<file path="src/rtl/sync_pkg.sv">
// Shared encodings and width helper for the sync_debounce qualifier.
// No logic; no latency; no backpressure.
package sync_pkg;

    localparam logic ST_IDLE    = 1'b0;
    localparam logic ST_QUALIFY = 1'b1;

    function automatic int clog2(input int value);
        int res;
        res = 0;
        while ((1 << res) < value) begin
            res = res + 1;
        end
        return res;
    endfunction

endpackage

</file>
<file path="src/rtl/sync_sat_counter.sv">
// Saturating up-counter with a clear and an increment enable. Clear together with increment loads 1.
// Latency: 1 cycle (registered). Backpressure: none; the count holds at all-ones.
module sync_sat_counter #(
    parameter int WIDTH = 8
) (
    input  logic             clk,
    input  logic             resetn,
    input  logic             clr,
    input  logic             inc,
    output logic [WIDTH-1:0] cnt
);

    logic [WIDTH-1:0] cnt_q;
    logic [WIDTH-1:0] cnt_d;

    always_comb begin
        cnt_d = cnt_q;
        if (clr) begin
            cnt_d = inc ? WIDTH'(1) : '0;
        end else if (inc && (cnt_q != '1)) begin
            cnt_d = cnt_q + WIDTH'(1);
        end
    end

    always_ff @(posedge clk or negedge resetn) begin
        if (!resetn) begin
            cnt_q <= '0;
        end else begin
            cnt_q <= cnt_d;
        end
    end

    assign cnt = cnt_q;

endmodule

</file>
<file path="src/rtl/sync_debounce.sv">
// Debounces a synchronized level and emits rise/fall pulses, a sticky change flag and an event count.
// Latency: STABLE_CYCLES cycles from the first differing sample. Backpressure: none; all outputs registered.
module sync_debounce
    import sync_pkg::*;
#(
    parameter int   STABLE_CYCLES   = 16,
    parameter logic INIT_LEVEL      = 1'b0,
    parameter int   EVENT_CNT_WIDTH = 8
) (
    input  logic                       clk,
    input  logic                       resetn,
    input  logic                       data_sync,
    output logic                       level_out,
    output logic                       rise_pulse,
    output logic                       fall_pulse,
    output logic                       change_sticky,
    input  logic                       sticky_clr,
    output logic [EVENT_CNT_WIDTH-1:0] event_count,
    input  logic                       count_clr
);

    localparam int QW = clog2(STABLE_CYCLES) + 1;
    localparam logic [QW-1:0] QCNT_LAST = QW'(STABLE_CYCLES - 1);

    logic          state_q,  state_d;
    logic [QW-1:0] qcnt_q,   qcnt_d;
    logic          level_q,  level_d;
    logic          rise_q,   rise_d;
    logic          fall_q,   fall_d;
    logic          sticky_q, sticky_d;
    logic          accept;
    logic          differs;

    always_comb begin
        differs = (data_sync != level_q);
        state_d = state_q;
        qcnt_d  = qcnt_q;
        accept  = 1'b0;
        case (state_q)
            ST_IDLE: begin
                if (differs) begin
                    if (STABLE_CYCLES == 1) begin
                        accept = 1'b1;
                    end else begin
                        state_d = ST_QUALIFY;
                        qcnt_d  = QW'(1);
                    end
                end
            end
            default: begin
                if (!differs) begin
                    state_d = ST_IDLE;
                    qcnt_d  = '0;
                end else if (qcnt_q == QCNT_LAST) begin
                    accept  = 1'b1;
                    state_d = ST_IDLE;
                    qcnt_d  = '0;
                end else begin
                    qcnt_d  = qcnt_q + QW'(1);
                end
            end
        endcase

        // The pulse direction is taken from the level being left.
        level_d  = accept ? ~level_q : level_q;
        rise_d   = accept & ~level_q;
        fall_d   = accept &  level_q;
        sticky_d = accept | (sticky_q & ~sticky_clr);
    end

    always_ff @(posedge clk or negedge resetn) begin
        if (!resetn) begin
            state_q  <= ST_IDLE;
            qcnt_q   <= '0;
            level_q  <= INIT_LEVEL;
            rise_q   <= 1'b0;
            fall_q   <= 1'b0;
            sticky_q <= 1'b0;
        end else begin
            state_q  <= state_d;
            qcnt_q   <= qcnt_d;
            level_q  <= level_d;
            rise_q   <= rise_d;
            fall_q   <= fall_d;
            sticky_q <= sticky_d;
        end
    end

    sync_sat_counter #(
        .WIDTH (EVENT_CNT_WIDTH)
    ) u_event_cnt (
        .clk    (clk),
        .resetn (resetn),
        .clr    (count_clr),
        .inc    (accept),
        .cnt    (event_count)
    );

    assign level_out     = level_q;
    assign rise_pulse    = rise_q;
    assign fall_pulse    = fall_q;
    assign change_sticky = sticky_q;

endmodule

</file>
<file path="config.mk">
export PLATFORM = sky130hd
export DESIGN_NAME = sync_debounce
export DESIGN_NICKNAME = d
export VERILOG_FILES = /design/src/rtl/sync_pkg.sv /design/src/rtl/sync_sat_counter.sv /design/src/rtl/sync_debounce.sv
export SDC_FILE = /design/constraint.sdc
export NUM_CORES = 1
export LEC_CHECK = 0
export ABC_CLOCK_PERIOD_IN_PS = 4710
export BUFFER_PORTS_ARGS = -buffer_cell sky130_fd_sc_hd__buf_2
export CAP_MARGIN = 10
export CORE_AREA = 2 2 44 46
export DETAILED_ROUTE_END_ITERATION = 16
export DIE_AREA = 0 0 46 48
export PLACE_DENSITY = 0.76
export SETUP_SLACK_MARGIN = 0.3
export SLEW_MARGIN = 15
export SYNTH_ARGS = -nofsm -noshare
export SYNTH_HDL_FRONTEND = slang
export SYNTH_SLANG_ARGS = --single-unit
export TNS_END_PERCENT = 50
</file>
<file path="constraint.sdc">
create_clock -name clk -period 4.71 [get_ports clk]
set_input_delay 0.471 -clock clk [delete_from_list [all_inputs] [get_ports clk]]
set_output_delay 0.471 -clock clk [all_outputs]
set_load 0.01 [all_outputs]
</file>
# [After elaboration in Yosys (flattened, before gate mapping)]
# Index checks and enable logic that the tools add are counted.
[word_totals] output_inout_bits=12 in_bits=5 register_bits=18 wordCells=35
[op_classes] eq_ne=3 mux=14 addsub=2 n_reduce_logical=3 bitwise_logic=6
[op_table] operator="2-to-1 mux 5 bit" count=4
[op_table] operator="2-to-1 mux 8 bit" count=2
[op_table] operator="adder 8 x 1 -> 8 bit (second input constant)" count=1
[op_table] operator="2-to-1 mux 1 bit" count=8
[op_table] operator="inequality test 8 bit (second input constant)" count=1
[op_table] operator="adder 5 x 1 -> 5 bit (second input constant)" count=1
[op_table] operator="== test 5 x 4 -> 1 bit (second input constant)" count=1
[op_table] operator="nonzero test 2 bit" count=2
[op_table] operator="AND 1 bit" count=3
[op_table] operator="inverter 1 bit" count=2
[op_table] operator="logical AND 1 bit" count=1
[op_table] operator="inequality test 1 bit" count=1
[op_table] operator="OR 1 bit" count=1

# [Logic depth before layout (Yosys ltp)]
[logic_depth] word_depth=7 ltp_mapped=6 mapped_depth_nobuf=5

# [Cells and area by module]
# From an unflattened synthesis, not the netlist that was laid out.
[hier_totals] hier_cells=84 hier_area_um2=918.4
[modules_own_cells] module="sync_sat_counter" area_per_inst_um2=473.0 n_inst=1 cells_each=47
[modules_own_cells] module="sync_debounce" area_per_inst_um2=445.4 n_inst=1 cells_each=37

# [Worst setup path before layout]
# No wires, ideal clock.
[synth_path] path_type="register to register" from="register qcnt_q[0]" to="register u_event_cnt.cnt_q[7] (netlist: u_event_cnt.cnt[7])" n_path_buf=0 path_slack_ps=3010 period_less_slack_ps=1700 path_stages_with_launch=6 t_arrival_ps=1622 setup_time_ps=78 path_cell_list="dfrtp_1 > ha_1 > and4b_1 > nand4_1 > or4_1 > a21oi_1"
[synth_via] elab_chain_len=6
[synth_lines] item="from (decl)" line_no="sync_debounce.sv:26" source="logic [QW-1:0] qcnt_q, qcnt_d;"
[synth_lines] item="from (signal assigned)" line_no="sync_debounce.sv:81" source="qcnt_q <= qcnt_d;"
[synth_lines] item="== test 5 x 4 -> 1 bit" line_no="sync_debounce.sv:54" source="end else if (qcnt_q == QCNT_LAST) begin"
[synth_lines] item="2-to-1 mux 1 bit" line_no="sync_debounce.sv:54"
[synth_lines] item="2-to-1 mux 1 bit" line_no="sync_debounce.sv:51" source="if (!differs) begin"
[synth_lines] item="2-to-1 mux 1 bit" line_no="sync_debounce.sv:39" source="case (state_q)"
[synth_lines] item="logical AND 1 bit" line_no="sync_sat_counter.sv:20" source="end else if (inc && (cnt_q != '1)) begin"
[synth_lines] item="nonzero test 2 bit (no source line)"
[synth_lines] item="to (signal assigned)" line_no="sync_sat_counter.sv:29" source="cnt_q <= cnt_d;"
[synth_lines] item="to (decl)" line_no="sync_sat_counter.sv:13" source="logic [WIDTH-1:0] cnt_q;"
# No other way between the ends.
# A chain may end at the register's enable or synchronous reset.

# [Final worst setup path]
# Ends and elaborated chain as after synthesis.

==> impl_metrics.py <==
metrics = {
    "worst_setup_path": {
        "cp-start-kind": "register",
        "critPathMaxFanout": 6,
        "cp-end-kind": "register",
        "slowest_stage": "or4_1",
        "worstPathArrival_ps": 2070,
        "critPathKind": "register to register",
        "crit_path_max_incr_delay_ps": 520,
        "worstPathRequired_ps": 4920,
        "crit_chain": "ha_1 -> and4b_1 -> nand4_1 -> or4_1 -> a21oi_1",
    },
    "cts": {
        "ctsResizeCount": 0,
        "cts_sinks": 18,
        "clk_pin_slew_ps": 100,
        "clock_latency_ps": 280,
        "h-tree-depth": 1,
        "cts_hold_buf": 0,
        "cts_tree": "built",
        "postCtsSetupRepairBufs": 0,
        "numCtsBuffers": 3,
        "clockRootBuffer": "clkbuf_4",
        "cts_buffer_depth": 2,
    },
    "sta": {
        "finalCritPeriodShare": 0.394,
        "maxSlewViolCount": 0,
        "rsz0062_at_grt": "no",
        "tightest_slew_ps": 662,
        "finalHoldViolCount": 0,
        "period_needed_ps": 1850,
        "final.setup_skew_ps": 4.71,
        "setup_tns_ps": 0,
        "max_freq_mhz": 539,
        "finalSetupViolCount": 0,
        "max_slew_margin": 0.556,
    },
    "power": {
        "vdd_ir_drop_max_mv": 0.144,
        "finalPower_mw": 0.269,
        "p_per_area_nw_per_um2": 265,
        "leakagePower_nw": 0.447,
    },
    "synth": {
        "netlist_instances": 90,
        "synth_edf_count": 0,
        "synthTopCellsByArea": "dfrtp_1, a21oi_1, o31ai_1",
        "syn_area_um2": 898,
        "syn_avg_cell_area_um2": 9.98,
        "seq_area_frac_synth": 0.501,
        "syn_nets": 97,
        "synth-main-ff-cell": "dfrtp_1",
        "synth_async_sr_flop_share": 1.00,
        "synth.distinct_cells": 32,
        "netlist.area_leader.share": 0.501,
        "yosysTopAreaCell": "dfrtp_1",
        "yosysWarningCount": 0,
        "ys_seq_elements": 18,
    },
    "routing": {
        "drt-initial-drc-count": 9,
        "viasPerCell": 5.83,
        "via_count": 717,
        "drc_errors": 0,
        "wl_per_cell_um": 12.9,
        "firstDrtPassIters": 4,
        "ant_nets": 0,
        "wl_um": 1590,
    },
    "placed_design": {
        "routabilityCongestion": 0.801,
        "place_hpwl_um": 1160,
        "dp_cells": 120,
        "io_buffer_count": 16,
    },
    "die": {
        "die_area_um2": 2210,
        "chipHeight_um": 48,
        "coreArea_um2": 1690,
        "row_count": 15,
        "io_pins": 17,
        "fp.dieW_um": 46,
        "start_util": 0.532,
    },
    "finish": {
        "num_antenna_cells": 0,
        "drive_above_1_share": 0.264,
        "area_growth_pct": 13.1,
        "nets": 115,
        "final_cells": 123,
    },
    "global_route": {
        "grt_pass1_vias": 675,
        "antenna_found_initial": 0,
        "grt_max_degree": 19,
        "grt_use_total": 0.178,
        "grt_pass1_wl_um": 2820,
        "grt-ovfl-total": 0,
    },
    "hold_path": {
        "min_path_type": "input pin to async pin",
    },
    "job": {
        "cap_violations": 0,
    },
    "outcome": {
        "outcome": "completed",
    },
}
==> per-stage QoR <==
step	hold WS (ps)	setup WS, ps	instance area (µm²)	utilization
6_report	96.0	2860	1020	0.601
3_5_place_dp	425	2670	988	0.585
3_3_place_gp	419	2800	988	0.585
4_1_cts	107	2650	1010	0.599
5_1_grt	120	2630	1020	0.601
2_1_floorplan	175	3010	898	-
==> cells by family after synthesis <==
kind of cell | share of synthesized area
AO/OA/AOI/OAI | 0.163
XOR/XNOR | 0.0181
adder cells (fa/ha/maj) | 0.0279
buffers and inverters | 0.0418
flip-flops | 0.501
multiplexers | 0.0237
AND/OR/NAND/NOR | 0.224
==> report_power, final <==
part / internal (mW) / switching (mW)
Sequential: 0.161 / 0.00712
Combinational: 0.0124 / 0.0154
Clock: 0.0297 / 0.0428
==> worst max-delay path, delay by kind of cell (launching register included) <==
kind	cells	cell delay, ps
and+or+nand+nor	3	1040
AOI/OAI and AO/OA	1	150
DFF	1	390
adders and majority gates	1	210
==> sequential cells by signal, summed over array words and instances (netlist names) <==
signal           count
qcnt_q               5
state_q              1
rise_pulse           1
level_out            1
u_event_cnt.cnt      8
change_sticky        1
fall_pulse           1
==> cell usage after synthesis (2+ instances only) <==
cell type / n
o31ai_1: 4
nand3_1: 4
nor2_1: 3
nor3_1: 2
dfrtp_1: 18
nor3b_1: 2
or4_1: 4
o21ai_0: 5
nand4_1: 2
nand2_1: 6
nor2b_1: 3
and2_2: 2
inv_1: 7
ha_1: 2
clkbuf_1: 2
a21oi_1: 8
==> cell usage in the layout, fill, tap and decap left out <==
cell and count:
a21oi_1 8, a31oi_1 1, a32o_1 1, and2_2 2, and3_1 1, and3_2 1
and4b_1 1, buf_2 16, clkbuf_4 3, dfrtp_1 18, ha_1 2, inv_1 7
mux2_2 1, mux2i_1 1, nand2_1 6, nand3_1 4, nand3_2 1, nand4_1 2
nor2_1 3, nor2b_1 3, nor3_1 1, nor3_2 1, nor3b_1 2, nor4_1 1
o21a_1 1, o21ai_0 5, o311ai_0 1, o31a_2 1, o31ai_1 4, o41ai_1 1
or2_2 1, or4_1 4, xor2_2 1
==> worst paths after layout <==
kind,from,depth (start not counted),slack [ps],to
min reg2reg,qcnt_q[1],1,530,qcnt_q[1]
max reg2reg,qcnt_q[0],5,2860,u_event_cnt.cnt[7]
min,resetn,1,100,u_event_cnt.cnt[6]
max,qcnt_q[0],5,2860,u_event_cnt.cnt[7]
max in group asynchronous,resetn,1,4330,qcnt_q[0]
min in group clk,sticky_clr,2,360,change_sticky
==> final cells by class <==
| type | instances | area [µm²] |
|---|---|---|
| multi-input combinational | 62 | 415 |
| tap | 17 | 21.3 |
| fill | 157 | 673 |
| inverter | 7 | 26.3 |
| clock buffer | 3 | 22.5 |
| sequential | 18 | 450 |
| timing repair buffer | 16 | 80.1 |
==> layer usage <==
metal  share of wire  track usage  wire length (µm)  vias up
li1                -            -                 -      364
met1            0.46        0.226               732      338
met2            0.49        0.300               779       13
met3           0.040       0.0226                64        2
met4          0.0082       0.0857                13        0
met5               0            0                 0        -
Power figures use the tool's default switching activity.
